$ cat src/rtl/charge_timer.sv
`default_nettype none
//==============================================================================
// Module      : charge_timer
// Description : Coin-operated charging countdown timer. Coin strobes build up
//               credit as a BCD M..M:SS time. While charging, the time counts
//               down once per prescaled tick. Credit saturates at the maximum,
//               Cancel aborts the session, and Done pulses at 0:00.
//               Optional feature macro: CHARGE_PAUSE_EN (Pause freezes the
//               countdown in a PAUSED state).
// Revision    : 1.0 - initial release
//==============================================================================
module charge_timer #(
    parameter int MIN_DIGITS = 1,
    parameter int TICK_DIV   = 50_000_000
) (
    input  logic                        Clk,
    input  logic                        nReset,
    input  logic                        CoinValid,
    input  logic [2:0]                  Coin,
    input  logic                        Cancel,
    input  logic                        Pause,
    output logic [4*(MIN_DIGITS+2)-1:0] PresentTime,
    output logic                        Charging,
    output logic                        Done,
    output logic                        Saturated
);

    // The time is held internally as binary seconds. The widest sum is the
    // maximum time plus the largest coin (300 s), so TW covers that sum.
    localparam int unsigned c_MAX_SECS = (10**MIN_DIGITS - 1) * 60 + 59;
    localparam int          TW         = $clog2(c_MAX_SECS + 301);
    localparam int          OW         = 4 * (MIN_DIGITS + 2);
    localparam int          PW         = (TICK_DIV > 1) ? $clog2(TICK_DIV) : 1;

    localparam logic [TW-1:0] c_MAX  = TW'(c_MAX_SECS);
    localparam logic [PW-1:0] c_TERM = PW'(TICK_DIV - 1);

    localparam logic [1:0] c_IDLE     = 2'd0;
    localparam logic [1:0] c_CHARGING = 2'd1;
`ifdef CHARGE_PAUSE_EN
    localparam logic [1:0] c_PAUSED   = 2'd2;
`endif

    logic [1:0]    r_state;
    logic [TW-1:0] r_time;
    logic [PW-1:0] r_presc;
    logic [OW-1:0] r_bcd;
    logic          r_charging;
    logic          r_done;
    logic          r_sat;

    logic [1:0]    w_state_nx;
    logic [TW-1:0] w_time_nx;
    logic [PW-1:0] w_presc_nx;
    logic          w_done_nx;
    logic          w_sat_nx;

    logic          w_tick;
    logic          w_coin_ok;
    logic [TW-1:0] w_credit;
    logic [TW-1:0] w_base;
    logic [TW-1:0] w_sum;
    logic          w_over;
    logic [TW-1:0] w_clip;

`ifndef CHARGE_PAUSE_EN
    // Without the pause feature the Pause input is deliberately unused.
    logic w_unused_pause;
    assign w_unused_pause = Pause;
`endif

    // Convert binary seconds to {minute digits, seconds tens, seconds units}.
    function automatic logic [OW-1:0] to_bcd(input logic [TW-1:0] t);
        logic [OW-1:0] b;
        int unsigned   m;
        int unsigned   s;
        b      = '0;
        m      = 32'(t) / 60;
        s      = 32'(t) % 60;
        b[3:0] = 4'(s % 10);
        b[7:4] = 4'(s / 10);
        for (int i = 0; i < MIN_DIGITS; i++) begin
            b[8+4*i +: 4] = 4'(m % 10);
            m             = m / 10;
        end
        return b;
    endfunction

    // Decode the coin code into its credit in seconds; unknown codes count as no coin.
    always_comb begin
        w_credit  = '0;
        w_coin_ok = 1'b0;
        if (CoinValid) begin
            case (Coin)
                3'b001:  begin w_credit = TW'(30);  w_coin_ok = 1'b1; end
                3'b010:  begin w_credit = TW'(60);  w_coin_ok = 1'b1; end
                3'b100:  begin w_credit = TW'(300); w_coin_ok = 1'b1; end
                default: begin w_credit = '0;       w_coin_ok = 1'b0; end
            endcase
        end
    end

    // A tick fires on the terminal prescaler count, and only while charging.
    // Time is always nonzero in CHARGING, so the one-second decrement never wraps.
    assign w_tick = (r_state == c_CHARGING) && (r_presc == c_TERM);
    assign w_base = r_time - {{(TW-1){1'b0}}, w_tick};
    assign w_sum  = w_base + w_credit;
    assign w_over = (w_sum > c_MAX);
    assign w_clip = w_over ? c_MAX : w_sum;

    // Next-state logic. Cancel overrides everything, including a coin in the same cycle.
    always_comb begin
        w_state_nx = r_state;
        w_time_nx  = r_time;
        w_presc_nx = r_presc;
        w_done_nx  = 1'b0;
        w_sat_nx   = 1'b0;
        if (Cancel) begin
            w_state_nx = c_IDLE;
            w_time_nx  = '0;
            w_presc_nx = '0;
        end else begin
            case (r_state)
                c_IDLE: begin
                    if (w_coin_ok) begin
                        w_time_nx  = w_clip;
                        w_sat_nx   = w_over;
                        w_state_nx = c_CHARGING;
                        w_presc_nx = '0;
                    end
                end
                c_CHARGING: begin
                    w_presc_nx = w_tick ? '0 : r_presc + PW'(1);
                    if (w_coin_ok) begin
                        w_time_nx = w_clip;
                        w_sat_nx  = w_over;
                    end else begin
                        w_time_nx = w_base;
                    end
                    if (!w_coin_ok && (w_base == '0)) begin
                        w_done_nx  = 1'b1;
                        w_state_nx = c_IDLE;
                        w_presc_nx = '0;
                    end
`ifdef CHARGE_PAUSE_EN
                    else if (Pause) begin
                        w_state_nx = c_PAUSED;
                    end
`endif
                end
`ifdef CHARGE_PAUSE_EN
                c_PAUSED: begin
                    // The prescaler holds so the countdown resumes mid-second.
                    if (w_coin_ok) begin
                        w_time_nx = w_clip;
                        w_sat_nx  = w_over;
                    end
                    if (!Pause) begin
                        w_state_nx = c_CHARGING;
                    end
                end
`endif
                default: begin
                    w_state_nx = c_IDLE;
                    w_time_nx  = '0;
                    w_presc_nx = '0;
                end
            endcase
        end
    end

    // State, time and registered outputs; reset discards all credit at once.
    always_ff @(posedge Clk or negedge nReset) begin
        if (!nReset) begin
            r_state    <= c_IDLE;
            r_time     <= '0;
            r_presc    <= '0;
            r_bcd      <= '0;
            r_charging <= 1'b0;
            r_done     <= 1'b0;
            r_sat      <= 1'b0;
        end else begin
            r_state    <= w_state_nx;
            r_time     <= w_time_nx;
            r_presc    <= w_presc_nx;
            r_bcd      <= to_bcd(w_time_nx);
            r_charging <= (w_state_nx == c_CHARGING);
            r_done     <= w_done_nx;
            r_sat      <= w_sat_nx;
        end
    end

    assign PresentTime = r_bcd;
    assign Charging    = r_charging;
    assign Done        = r_done;
    assign Saturated   = r_sat;

endmodule
`default_nettype wire
$ cat config.mk
export PLATFORM = sky130hd
export DESIGN_NAME = charge_timer
export DESIGN_NICKNAME = d
export VERILOG_FILES = /design/src/rtl/charge_timer.sv
export SDC_FILE = /design/constraint.sdc
export NUM_CORES = 1
export LEC_CHECK = 0
export ABC_AREA = 0
export CORE_MARGIN = 8
export CORE_UTILIZATION = 25
export CTS_CLUSTER_SIZE = 14
export DETAILED_ROUTE_END_ITERATION = 8
export GPL_TIMING_DRIVEN = 0
export HOLD_SLACK_MARGIN = 0.05
export SLEW_MARGIN = 10
export SYNTH_ARGS = -nofsm -noshare
export SYNTH_HDL_FRONTEND = slang
export SYNTH_SLANG_ARGS = --single-unit
$ cat constraint.sdc
create_clock -name Clk -period 14.95 [get_ports Clk]
set_clock_uncertainty 0.15 [all_clocks]
set_input_delay 2.2425 -clock Clk [delete_from_list [all_inputs] [get_ports Clk]]
set_output_delay 2.2425 -clock Clk [all_outputs]
set_load 0.02 [all_outputs]
== Word level (Yosys, flattened, before mapping) ==
Index checks and enable logic that the tools add are counted.

* Register bits after elaboration: 53
* Output and inout bits: 15

* $add $sub $neg: 3
* Divide/modulo/power cells: 5
* $lt $le $gt $ge: 1
* Equal/unequal tests: 7
* Muxes and demuxes: 24
* Reduce and logical (&&, ||, !) cells: 7

{| class="wikitable"
|+ Operators with widths
! kind !! number
|-
| 26-bit 2-to-1 mux || 4
|-
| 32-bit by 4-bit modulo with 32-bit output (second input constant) || 2
|-
| 26-bit one-hot mux with 2 select lines || 1
|-
| 10-bit 2-to-1 mux || 4
|-
| 10-bit by 6-bit divider with 32-bit output (second input constant) || 1
|-
| 32-bit by 4-bit divider with 32-bit output (second input constant) || 1
|-
| 10-bit by 6-bit modulo with 32-bit output (second input constant) || 1
|-
| 9-bit one-hot mux with 3 select lines || 1
|-
| 26-bit by 1-bit adder with 26-bit output (second input constant) || 1
|-
| 26-bit == test (second input constant) || 1
|-
| 10-bit one-hot mux with 2 select lines || 1
|-
| 10-bit adder || 1
|-
| 10-bit > comparator (second input constant) || 1
|-
| 10-bit logical NOT || 1
|-
| 10-bit by 1-bit subtractor with 10-bit output || 1
|-
| 9-bit 2-to-1 mux || 1
|-
| 1-bit 2-to-1 mux || 8
|-
| 2-bit 2-to-1 mux || 3
|-
| 2-bit by 1-bit == test with 1-bit output (second input constant) || 2
|-
| 2-bit one-hot mux with 2 select lines || 1
|-
| 3-bit by 1-bit == test with 1-bit output (second input constant) || 1
|-
| 3-bit by 2-bit == test with 1-bit output (second input constant) || 1
|-
| 3-bit == test (second input constant) || 1
|-
| 3-bit inequality test (second input constant) || 1
|-
| other kinds (5) || 6
|}

== Depth between registers and ports, before layout ==
Gate-level depths: netlist of run 1.

* Depth after elaboration: 11
* Gate-level depth with buffers: 44
* Gate-level depth less buffers: 44

== Least setup slack after synthesis of run 1 ==
OpenSTA, ideal clock, no wires.

* Path kind: input to register
* Start point: input port Coin[2]
* End point: register r_bcd[3], in the netlist PresentTime[3]
* Library setup time: 134 ps
* Arrival: 9780 ps
* Data required time: 14666 ps
* Setup slack: 4886 ps
* Stages on the path: 35
* Path buffers: 1
* Path through: xor2_1 -> o211ai_1 -> inv_1 -> clkbuf_1 -> fa_1 -> a41o_1 -> a21oi_1 -> a211o_1 -> o21ai_1 -> a221oi_2 -> o21ai_2 -> nor2_1 -> ha_1 -> nor2b_1 -> nand2_1 -> or4_4 -> and3_4 -> o41ai_4 -> nand2_1 -> nand2_1 -> o21ai_0 -> ha_1 -> nand2_1 -> nor4_2 -> a311oi_4 -> a311oi_2 -> nor2_2 -> mux2_1 -> a22oi_2 -> nand3_1 -> mux2i_1 -> mux2i_1 -> ha_1 -> o41ai_1 -> xnor2_1

* Word-level cells in the longest chain between the ends: 11

{| class="wikitable"
|+ RTL lines
! element !! RTL line !! text
|-
| from (decl) || 19 || <nowiki>input logic [2:0] Coin,</nowiki>
|-
| 3-bit == test, or another cell as far along || 94 || <nowiki>case (Coin)</nowiki>
|-
| 9-bit one-hot mux with 3 select lines || 94 ||
|-
| 9-bit 2-to-1 mux || 93 || <nowiki>if (CoinValid) begin</nowiki>
|-
| 10-bit adder || 107 || <nowiki>assign w_sum = w_base + w_credit;</nowiki>
|-
| 10-bit > comparator || 108 || <nowiki>assign w_over = (w_sum > c_MAX);</nowiki>
|-
| 10-bit 2-to-1 mux || 109 || <nowiki>assign w_clip = w_over ? c_MAX : w_sum;</nowiki>
|-
| 10-bit 2-to-1 mux, on equally long branches || 134, 125 ||
|-
| 10-bit one-hot mux with 2 select lines * || 123 || <nowiki>case (r_state)</nowiki>
|-
| 10-bit 2-to-1 mux * || 118 || <nowiki>if (Cancel) begin</nowiki>
|-
| 10-bit by 6-bit modulo with 32-bit output * || 79 || <nowiki>s = 32'(t) % 60;</nowiki>
|-
| 32-bit by 4-bit modulo with 32-bit output * || 80 || <nowiki>b[3:0] = 4'(s % 10);</nowiki>
|-
| to (signal assigned) || 186 || <nowiki>r_bcd <= to_bcd(w_time_nx);</nowiki>
|-
| to (decl) || 47 || <nowiki>logic [OW-1:0] r_bcd;</nowiki>
|}

Mark *: on every way between the ends. The rest lies on a longest branch, timed or not.
A chain may end at the register's enable or synchronous reset.

== Final worst setup path of run 1 ==
Ends and elaborated chain as after synthesis.

==> impl_summary.txt, run 1 <==
----------------------------------------------------
[Outcome]
  Result of the run ... finished clean

[Clock network]
  Number of buffers added for setup after CTS ... 0
  Worst-skew pair later-pin latency ... 0.29 ns
  Post-cts hold buffer count ... 0
  TritonCTS clock tree ... built
  Number of buffers between clock root and the deepest sink ... 2
  Post-cts gate resize count ... 0
  CTS sink cnt ... 52
  Number of buffers created by CTS ... 5
  Clock root buffer ... clkbuf_16
  H-tree lvl count ... 2
  Clock-pin slew reported for the worst setup and hold paths after clock tree synthesis ... around 0.07 ns

[Floorplanning]
  Die Ht ... 156 um
  Top Ports ... 23
  Starting density of the core ... about 25%
  Core area ... approximately 0.019 mm^2
  Die width ... 156 um
  Number of standard-cell rows in the floorplan ... 51
  Die ar. ... 0.0243 mm^2

[Global route]
  Residual overflow from global routing ... 0
  Overall track demand over capacity in global routing ... 10.3%
  Via count of the first global-routing pass ... ~4300
  Initial antenna violation count ... 0
  Maximum number of pins on one net before global-route repair ... 31
  First-pass GRT wire length ... 21.2 mm

[Placement]
  Worst Setup Slack post-DPL ... 2.83 ns
  Dpl hpwl ... around 9.6 mm
  Number of port buffers ... 21
  Gp weighted congestion ... 0.845
  Post-placement cell area ... 0.00544 mm^2

[Timing]
  Slack of the critical path ... 3.11 ns
  Tightest slew margin relative to the limit ... a little under 30%
  Setup repair after global routing missed its margin ... false
  Final setup violation count ... 0
  TNS Setup ... 0 ns
  Maximum achievable frequency ... about 84 MHz
  Portion of the clock cycle consumed by the worst path in the final layout ... 79.2%
  Tightest Pin Transition ... 1.05 ns
  Clock period minus worst slack ... 11.84 ns
  Number of max-slew violations in the final report ... 0
  Count of final hold-check violations ... 0

[Synthesis]
  Sequential share of the synthesized area ... 26.6%
  Cell type with the largest total area after synthesis ... dfrtp_1
  Post-synthesis xor/xnor area fraction ... between 7 and 8%
  Mux contribution to synthesized area ... 3.25%
  Area contributors post-synth ... dfrtp_1 27%, nor2_1 4.4%, ha_1 4.4%
  Synthesized area divided by synthesized cell count ... 8.46 um^2
  Dominant combinational cell family by area after synthesis ... compound AO/OA/AOI/OAI gates
  Post-synth net total ... 603
  Area share of and/or/nand/nor cells after synthesis ... approximately 25%
  Proportion of synthesized flip-flops having asynchronous set or reset ... 100%
  Distinct cell type count after synthesis ... 96
  Compound-cell area share of the yosys netlist ... between 20% and 30%
  Instance count of the mapped netlist ... 577
  Netlist Area Pre-Place ... 0.00488 mm^2
  Synthesized flop and latch total ... 52
  Top cell type's share of synthesized area ... 26.6%
  Synth warnings ... 0
  Count of flip-flops with a built-in enable after synthesis ... 0
  Synthesized-area fraction occupied by adder cells ... 5.00%
  Most common flop cell mapped by yosys ... dfrtp_1

[Routing]
  Routed WL ... 12.4 mm
  Post-detailed-route via-to-cell ratio ... 5.16
  Initial DRC count ... 344
  Remaining antenna violation count ... 0
  Count of TritonRoute iterations in the first routing pass ... 5
  Detail-routed net length per standard cell ... 14.2 um
  Routed via count ... 4497
  DRC ... 0

[Min path]
  Min-Delay Path Class ... flip-flop to flip-flop
  Instance count along the most critical hold path ... 1

[Critical path]
  Sum of buffers and inverters on the critical path ... 4
  Worst setup path category ... input pin to flip-flop
  Slowest-stage cell, CP ... o211ai_1
  Data arrival, critical path ... ~12 ns
  Maximum fanout count along the critical path ... 12
  Length in cells of the worst reg-to-reg path ... 41
  Critical Path End Type ... flip-flop
  Depth of the critical timing path with buffers and inverters included ... 37
  CP Launch Type ... input pin
  Largest delay share family, worst path ... compound AO/OA/AOI/OAI gates
  Delay of the slowest cell on the worst path ... approximately 0.53 ns
  Worst path required time ... 14.97 ns

[Power and ir drop]
  Maximum vdd ir drop ... 0.0000393 V
  Cell Pwr Density ... 57.5 mW/mm^2
  Static leakage ... 2.29 nW

[Layout]
  Area grow syn2layout ... 14.5%
  Nets@finish ... ~630
  Commonest non-fill, non-tap cells in the layout ... 57 x nor2_1, 52 x dfrtp_1, 43 x nand2_1, 30 x o21ai_0
  Share of post-route cells with drive strength above 1 ... 10.5%
  Cell area after layout ... roughly 0.0056 mm^2
  Most common library cell in the layout ignoring fill and taps ... nor2_1
  Diodes inserted ... 0

[Flow run]
  Max-capacitance violation count ... 0

----------------------------------------------------
==> flip-flops by register name, summed over array words and instances, names as in the netlist <==
register     cells
Charging         1
Done             1
PresentTime     12
Saturated        1
r_presc         26
r_state          2
r_time           9
==> routing by layer <==
metal / vias to the layer above / track usage (%) / share of wire (%)
li1: 2236 / - / -
met1: 2141 / 14.3 / 48
met2: 110 / 16.7 / 46
met3: 10 / 1.36 / 4.8
met4: 0 / 2.26 / 0.92
met5: - / 0 / 0
==> through the flow <==
stage                     power [mW]  hold WS, ns  cells  util [%]
final                          0.321        0.327    872      28.9
after global routing           0.338        0.371    872      28.9
after CTS                      0.326        0.326    872      28.9
after detailed placement       0.205        0.311    864      28.1
after global placement         0.205        0.320    863      28.1
after floorplan                0.185        0.287    577         -
==> final timing paths <==
kind	start	endpoint	slack, ns
hold / removal	r_presc[15]	r_presc[15]	0.33
setup reg to reg	r_presc[0]	PresentTime[3]	4.25
min in group asynchronous	nReset	r_time[7]	1.80
setup / recovery	Coin[2]	PresentTime[3]	3.11
max in group asynchronous	nReset	r_presc[19]	12.28
hold reg to reg	r_presc[15]	r_presc[15]	0.33
==> cells by family (layout without fill, tap and decap cells) <==
group | after synthesis | after routing
simple gates | 225 | 225
compound gates | 178 | 178
flops | 52 | 52
buf+inv | 44 | 74
xor+xnor | 43 | 43
fa+ha+maj | 19 | 19
mux | 15 | 15
other cells | 1 | 1
==> cells in the mapped netlist (4+ instances only) <==
| library cell | number |
|---|---|
| o31ai_1 | 13 |
| dfrtp_1 | 52 |
| a31oi_1 | 4 |
| and2_1 | 4 |
| nand4_1 | 8 |
| or4_4 | 4 |
| nand3_1 | 29 |
| nor3_1 | 19 |
| o21a_1 | 5 |
| o21ai_1 | 6 |
| o211ai_1 | 8 |
| o21ai_0 | 30 |
| inv_1 | 24 |
| o41ai_1 | 4 |
| nand2b_1 | 7 |
| a211oi_1 | 5 |
| ha_1 | 17 |
| a21o_1 | 8 |
| o22ai_1 | 4 |
| nor2_1 | 57 |
| a21oi_1 | 29 |
| or3_1 | 7 |
| nor4bb_1 | 5 |
| clkbuf_1 | 13 |
| nor4_1 | 8 |
| xor2_1 | 19 |
| o31a_1 | 5 |
| xnor2_1 | 23 |
| mux2i_1 | 10 |
| nand2_1 | 43 |
| a211o_1 | 7 |
| and3_1 | 10 |
==> power by group <==
part | switching (mW) | total, mW | leakage [nW] | internal, mW
logic | 0.0368 | 0.0579 | 1.49 | 0.0212
registers | 0.00144 | 0.145 | 0.720 | 0.143
clock network | 0.0550 | 0.119 | 0.0719 | 0.0636
==> final cells by class <==
class                           count  area (um^2)
Fill cell                        2042        13700
Multi-Input combinational cell    481         3400
Sequential cell                    52         1300
Tap cell                          265          332
Timing Repair Buffer               22          225
Clock buffer                        5          125
Inverter                           26         98.8
Buffer                             18         87.6
Clock inverter                      3         27.5
(Power assumes the default switching activity.)
==> inputs of run 2 (changes only) <==
==> constraint.sdc (replaced) <==
create_clock -name Clk -period 10.2 [get_ports Clk]
set_clock_uncertainty 0.15 [all_clocks]
set_input_delay 1.53 -clock Clk [delete_from_list [all_inputs] [get_ports Clk]]
set_output_delay 1.53 -clock Clk [all_outputs]
set_load 0.02 [all_outputs]
==> run 2 against run 1 <==
Setup slack worse by 2.6 ns. Sequential share of layout area down 0.93 points. Final cell count up 1.3%. Count of clock-buffer cells in the layout unchanged. Critical path depth up 6. Register-to-register slack worse by 3.7 ns. Critical path type is now flip-flop to flip-flop. Highest routed layer unchanged.
==> impl_summary.txt, run 2 (synthesis results as in run 1) <==
----------------------------------------------------
[Outcome]
  Result of the run ... finished clean

[Clock network]
  Clock-pin slew reported for the worst setup and hold paths after clock tree synthesis ... around 0.07 ns
  CTS sink cnt ... 52
  Number of buffers created by CTS ... 5
  H-tree lvl count ... 2
  TritonCTS clock tree ... built
  Clock root buffer ... clkbuf_16
  Worst-skew pair later-pin latency ... 0.29 ns
  Number of buffers between clock root and the deepest sink ... 2
  Post-cts hold buffer count ... 0

[Power and ir drop]
  Switching Fraction ... 29.0%
  Static leakage ... 2.41 nW
  Share of power burned in the clock network ... 36.5%
  Cell Pwr Density ... 81.6 mW/mm^2
  Maximum vdd ir drop ... about 0.000057 V
  Part of the total power dissipated in sequential elements ... 44.7%
  Sw Pwr ... about 140 uW
  Logic pwr share ... between 10% and 20%
  Internal power ... approximately 340 uW

[Critical path]
  Worst path required time ... 10.23 ns
  Worst setup path category ... flip-flop to flip-flop
  Critical Path End Type ... flip-flop
  Most used cell along the critical path ... ha_2
  Data arrival, critical path ... slightly below 10 ns
  Maximum fanout count along the critical path ... 8
  Delay of the slowest cell on the worst path ... 0.43 ns
  CP Launch Type ... flip-flop
  Length in cells of the worst reg-to-reg path ... 43
  Slowest-stage cell, CP ... or4_4

[Routing]
  Count of TritonRoute iterations in the first routing pass ... 5
  Initial DRC count ... 407
  Remaining antenna violation count ... 0
  Routed via count ... 4563
  Detail-routed net length per standard cell ... 14.5 um
  DRC ... 0
  Routed WL ... 12.8 mm
  Post-detailed-route via-to-cell ratio ... ~5.2

[Timing]
  Clock period minus worst slack ... 9.64 ns
  Count of final hold-check violations ... 0
  Tightest Pin Transition ... around 1.0 ns
  Final setup violation count ... 0
  Tightest slew margin relative to the limit ... 30.9%
  Number of max-slew violations in the final report ... 0
  Maximum achievable frequency ... a little over 100 MHz
  Portion of the clock cycle consumed by the worst path in the final layout ... a little over nine tenths

[Global route]
  Initial antenna violation count ... 0
  Maximum number of pins on one net before global-route repair ... 31
  Residual overflow from global routing ... 0
  First-pass GRT wire length ... 21.5 mm
  Via count of the first global-routing pass ... 4317
  Overall track demand over capacity in global routing ... 10.5%

[Floorplanning]
  Core area ... between 0.015 and 0.02 mm^2
  Die width ... 156 um
  Starting density of the core ... around a quarter
  Die ar. ... between 0.02 and 0.025 mm^2
  Number of standard-cell rows in the floorplan ... 51
  Die Ht ... 156 um
  Top Ports ... 23

[Layout]
  Utilization of the core after routing ... 30.2%
  Register ranked first by flip-flop count ... r_presc
  Flip-flop count of the largest register after layout ... 26
  Cell area after layout ... approximately 0.0058 mm^2
  Commonest non-fill, non-tap cells in the layout ... 56 x nor2_1, 51 x dfrtp_1, 43 x nand2_1, 30 x o21ai_0, 28 x a21oi_1
  Diodes inserted ... 0
  Most common library cell in the layout ignoring fill and taps ... nor2_1
  Nets@finish ... 643
  Area grow syn2layout ... 19.4%
  Share of post-route cells with drive strength above 1 ... 16.5%

[Placement]
  Dpl hpwl ... 9.58 mm
  Gp weighted congestion ... 0.845
  Post-placement cell area ... 0.00544 mm^2
  Number of port buffers ... 21

[Flow run]
  Max-capacitance violation count ... 0

[Min path]
  Instance count along the most critical hold path ... 1
  Min-Delay Path Class ... flip-flop to flip-flop

----------------------------------------------------
-- run 2: stage by stage --
| step | setup TNS [ns] | instances | setup slack [ns] | hold slack (ns) | power (mW) |
|---|---|---|---|---|---|
| 6_report | 0 | 883 | 0.563 | 0.329 | 0.476 |
| 5_1_grt | -0.0895 | 883 | -0.0895 | 0.371 | 0.500 |
| 4_1_cts | 0 | 877 | 0.00303 | 0.326 | 0.479 |
| 3_5_place_dp | -5.22 | 864 | -1.20 | 0.311 | 0.301 |
| 3_3_place_gp | -5.14 | 863 | -1.19 | 0.320 | 0.300 |
| 2_1_floorplan | 0 | 577 | 0.849 | 0.287 | 0.272 |
-- run 2: layout make-up --
| class | instances | area, um^2 |
|---|---|---|
| Inverter | 26 | 98.8 |
| Timing Repair Buffer | 37 | 345 |
| Fill cell | 2027 | 13500 |
| Multi-Input combinational cell | 481 | 3520 |
| Buffer | 14 | 80.1 |
| Clock buffer | 5 | 125 |
| Tap cell | 265 | 332 |
| Clock inverter | 3 | 27.5 |
| Sequential cell | 52 | 1300 |
-- run 2: critical path: cells and delay by family, from the launching register on --
family | cells | cell delay [ns]
compound gates | 15 | 3.20
simple gates | 15 | 2.79
buf+inv | 2 | 0.29
fa+ha+maj | 7 | 1.88
flops | 1 | 0.41
mux | 2 | 0.38
xor+xnor | 2 | 0.38
-- run 2: path summary, 6_finish.rpt --
kind / startpoint / to / slack, ns
hold reg to reg: r_presc[15] / r_presc[15] / 0.33
max in group asynchronous: nReset / r_presc[19] / 8.24
setup / recovery: r_presc[0] / PresentTime[3] / 0.56
min in group asynchronous: nReset / r_time[7] / 1.09
hold / removal: r_presc[15] / r_presc[15] / 0.33
setup reg to reg: r_presc[0] / PresentTime[3] / 0.56
-- run 2: per-layer routing --
metal  vias to the layer above  part of all wire [%]  track usage (%)
li1                       2260                     -                -
met1                      2164                    47             14.5
met2                       127                    47             17.1
met3                        12                   4.8             1.36
met4                         0                  0.69             2.03
met5                         -                     0                0
-- run 2: power groups by stage --
stage / clock (mW) / combinational [mW] / sequential [mW]
global route: 0.188 / 0.0978 / 0.214
floorplan: 0 / 0.0514 / 0.220
finish: 0.174 / 0.0894 / 0.213
CTS: 0.180 / 0.0871 / 0.212
global placement: 0 / 0.0835 / 0.217
detailed placement: 0 / 0.0846 / 0.217
-- run 2: timing repair --
item / in CTS / in global routing
pin swaps: 6 / 15
setup buffers: 6 / 9
resized for setup: 9 / 26
endpoints found under the setup margin: 5 / 6
==> inputs of run 3 (changes only) <==
--- a/config.mk
+++ b/config.mk
@@ -6,12 +6,15 @@
 export NUM_CORES = 1
 export LEC_CHECK = 0
 export ABC_AREA = 0
+export CELL_PAD_IN_SITES_DETAIL_PLACEMENT = 1
+export CELL_PAD_IN_SITES_GLOBAL_PLACEMENT = 1
 export CORE_MARGIN = 8
 export CORE_UTILIZATION = 25
 export CTS_CLUSTER_SIZE = 14
 export DETAILED_ROUTE_END_ITERATION = 8
 export GPL_TIMING_DRIVEN = 0
 export HOLD_SLACK_MARGIN = 0.05
+export PLACE_DENSITY = 0.48
 export SLEW_MARGIN = 10
 export SYNTH_ARGS = -nofsm -noshare
 export SYNTH_HDL_FRONTEND = slang
==> run 3 against run 2 <==
Count of clock-buffer cells in the layout unchanged. Total power increased by 1.2%. Register-to-register slack improved by 0.07 ns. Global-route usage increased by 2.9 points. Non-clock buffer count increased by 11. Via count increased by 4.5%. Setup slack improved by 0.065 ns. Sequential share of layout area decreased by 0.35 points. Maximum frequency increased by 0.68%. Design area increased by 1.6%. Worst hold slack improved by 0.0060 ns. Clock power about the same.
==> impl_summary.txt, run 3 (synthesis results as in run 1) <==
----------------------------------------------------
[Floorplanning]
  Starting density of the core ... between 20% and 30%
  Number of standard-cell rows in the floorplan ... 51
  Top Ports ... 23
  Core area ... roughly 0.019 mm^2
  Die ar. ... 0.0243 mm^2
  Die Ht ... 156 um
  Die width ... about 160 um

[Global route]
  Initial antenna violation count ... 0
  First-pass GRT wire length ... between 20 and 30 mm
  Overall track demand over capacity in global routing ... 13.4%
  Via count of the first global-routing pass ... about 5000
  Maximum number of pins on one net before global-route repair ... 53
  Residual overflow from global routing ... 0

[Layout]
  Share of post-route cells with drive strength above 1 ... 18.4%
  Diodes inserted ... 0
  Area occupied by multi-input gates ... roughly 0.0035 mm^2
  Most common library cell in the layout ignoring fill and taps ... nor2_1
  FF+latch area ... about 0.0013 mm^2
  Utilization of the core after routing ... a little under a third
  Flip-flop count of the largest register after layout ... 26
  Nets@finish ... ~650
  Area grow syn2layout ... 21.3%
  Fill cell instance count of the final layout ... 2305
  Register ranked first by flip-flop count ... r_presc
  Post-Layout Cell Count ... 894
  Commonest non-fill, non-tap cells in the layout ... 55 x nor2_1, 51 x dfrtp_1, 43 x nand2_1, 30 x o21ai_0, 29 x buf_4
  Cell area after layout ... slightly below 0.006 mm^2

[Placement]
  Gp weighted congestion ... 0.802
  Post-placement cell area ... about 0.0054 mm^2
  Placed cell count ... roughly 860
  Number of port buffers ... 21
  Worst Setup Slack post-DPL ... -1.77 ns
  Dpl hpwl ... 12.4 mm

[Critical path]
  Most used cell along the critical path ... nand2_1
  Worst setup path category ... flip-flop to flip-flop
  Critical Path End Type ... flip-flop
  Slowest-stage cell, CP ... a311oi_4
  Data arrival, critical path ... 9.63 ns
  CP Launch Type ... flip-flop
  Worst path required time ... 10.26 ns
  Delay of the slowest cell on the worst path ... 0.45 ns
  Maximum fanout count along the critical path ... 6

[Routing]
  Post-detailed-route via-to-cell ratio ... 5.33
  Detail-routed net length per standard cell ... 18.1 um
  Count of TritonRoute iterations in the first routing pass ... 4
  Routed via count ... 4767
  Remaining antenna violation count ... 0
  Initial DRC count ... 193
  DRC ... 0
  Routed WL ... 16.2 mm

[Timing]
  Maximum achievable frequency ... 104 MHz
  TNS Setup ... 0 ns
  Tightest slew margin relative to the limit ... about a fifth
  Number of max-slew violations in the final report ... 0
  Worst-case hold slack ... 0.335 ns
  Setup repair after global routing missed its margin ... false
  Tightest Pin Transition ... 1.17 ns
  Slack of the critical path ... 0.628 ns
  Count of final hold-check violations ... 0
  Final setup violation count ... 0
  Clock period minus worst slack ... 9.57 ns
  Portion of the clock cycle consumed by the worst path in the final layout ... 93.8%

[Clock network]
  CTS sink cnt ... 52
  Number of buffers between clock root and the deepest sink ... 2
  Post-cts hold buffer count ... 0
  Clock-pin slew reported for the worst setup and hold paths after clock tree synthesis ... 0.08 ns
  Number of buffers created by CTS ... 5
  TritonCTS clock tree ... built
  Worst-skew pair later-pin latency ... 0.30 ns
  Clock root buffer ... clkbuf_16
  H-tree lvl count ... 2

[Power and ir drop]
  Cell Pwr Density ... about 80 mW/mm^2
  Sum of internal, switching and leakage power ... 482 uW
  Static leakage ... between 2 and 2.5 nW
  Maximum vdd ir drop ... 0.0000671 V

[Outcome]
  Result of the run ... finished clean

[Flow run]
  Max-capacitance violation count ... 0

[Min path]
  Min-Delay Path Class ... flip-flop to flip-flop

----------------------------------------------------
## run 3: changes by cell type in the layout (fill, tap and decap cells not counted), moves of 2 or more
cell / change
buf_4: +13
ha_2: -2
o21ai_1: -2
o21ai_2: +2
## run 3: timing repair
action | CTS | global route
buffers inserted | 15 | 12
pin swaps | 10 | 10
resized for setup | 20 | 20
endpoints found under the setup margin | 9 | 5
## run 3: worst max-delay path: cells and delay by family (launching register included)
kind,cells,cell delay [ns]
adders and majority gates,7,1.69
muxes,3,0.69
AOI/OAI and AO/OA,13,2.79
DFF,1,0.41
buffers and inverters,3,0.43
and+or+nand+nor,17,2.83
xor gates and xnor gates,2,0.45
## run 3: layout make-up
type / instances / area share, %
plain buffers: 14 / 1.35
clock buffers: 5 / 2.11
clock inverters: 3 / 0.380
inverters: 26 / 1.67
multi-input cells: 481 / 59.9
flip-flops and latches: 52 / 22.0
well taps: 265 / 5.60
repair buffers: 48 / 7.05
## run 3: report_power, final
| group | internal (mW) | switching, mW | leakage (nW) |
|---|---|---|---|
| Clock | 0.0922 | 0.0847 | 0.0742 |
| Combinational | 0.0337 | 0.0581 | 1.67 |
| Sequential | 0.210 | 0.00274 | 0.718 |
| Total | 0.336 | 0.146 | 2.47 |
## run 3: layer usage
metal | routed length, um | vias up | global-route usage [%]
li1 | - | 2275 | -
met1 | 7460 | 2427 | 17.5
met2 | 8120 | 55 | 23.5
met3 | 441 | 10 | 1.52
met4 | 133 | 0 | 2.17
met5 | 0 | - | 0
## run 3: worst paths after layout
kind / startpoint / to / slack (ns) / cells after the start
min in group asynchronous: nReset / Charging / 1.12 / 1
worst min register to register: r_presc[15] / r_presc[15] / 0.33 / 1
worst max-delay path: r_presc[0] / PresentTime[3] / 0.63 / 45
max in group asynchronous: nReset / r_presc[0] / 8.29 / 1
worst max register to register: r_presc[0] / PresentTime[3] / 0.63 / 45
worst min-delay path: r_presc[15] / r_presc[15] / 0.33 / 1
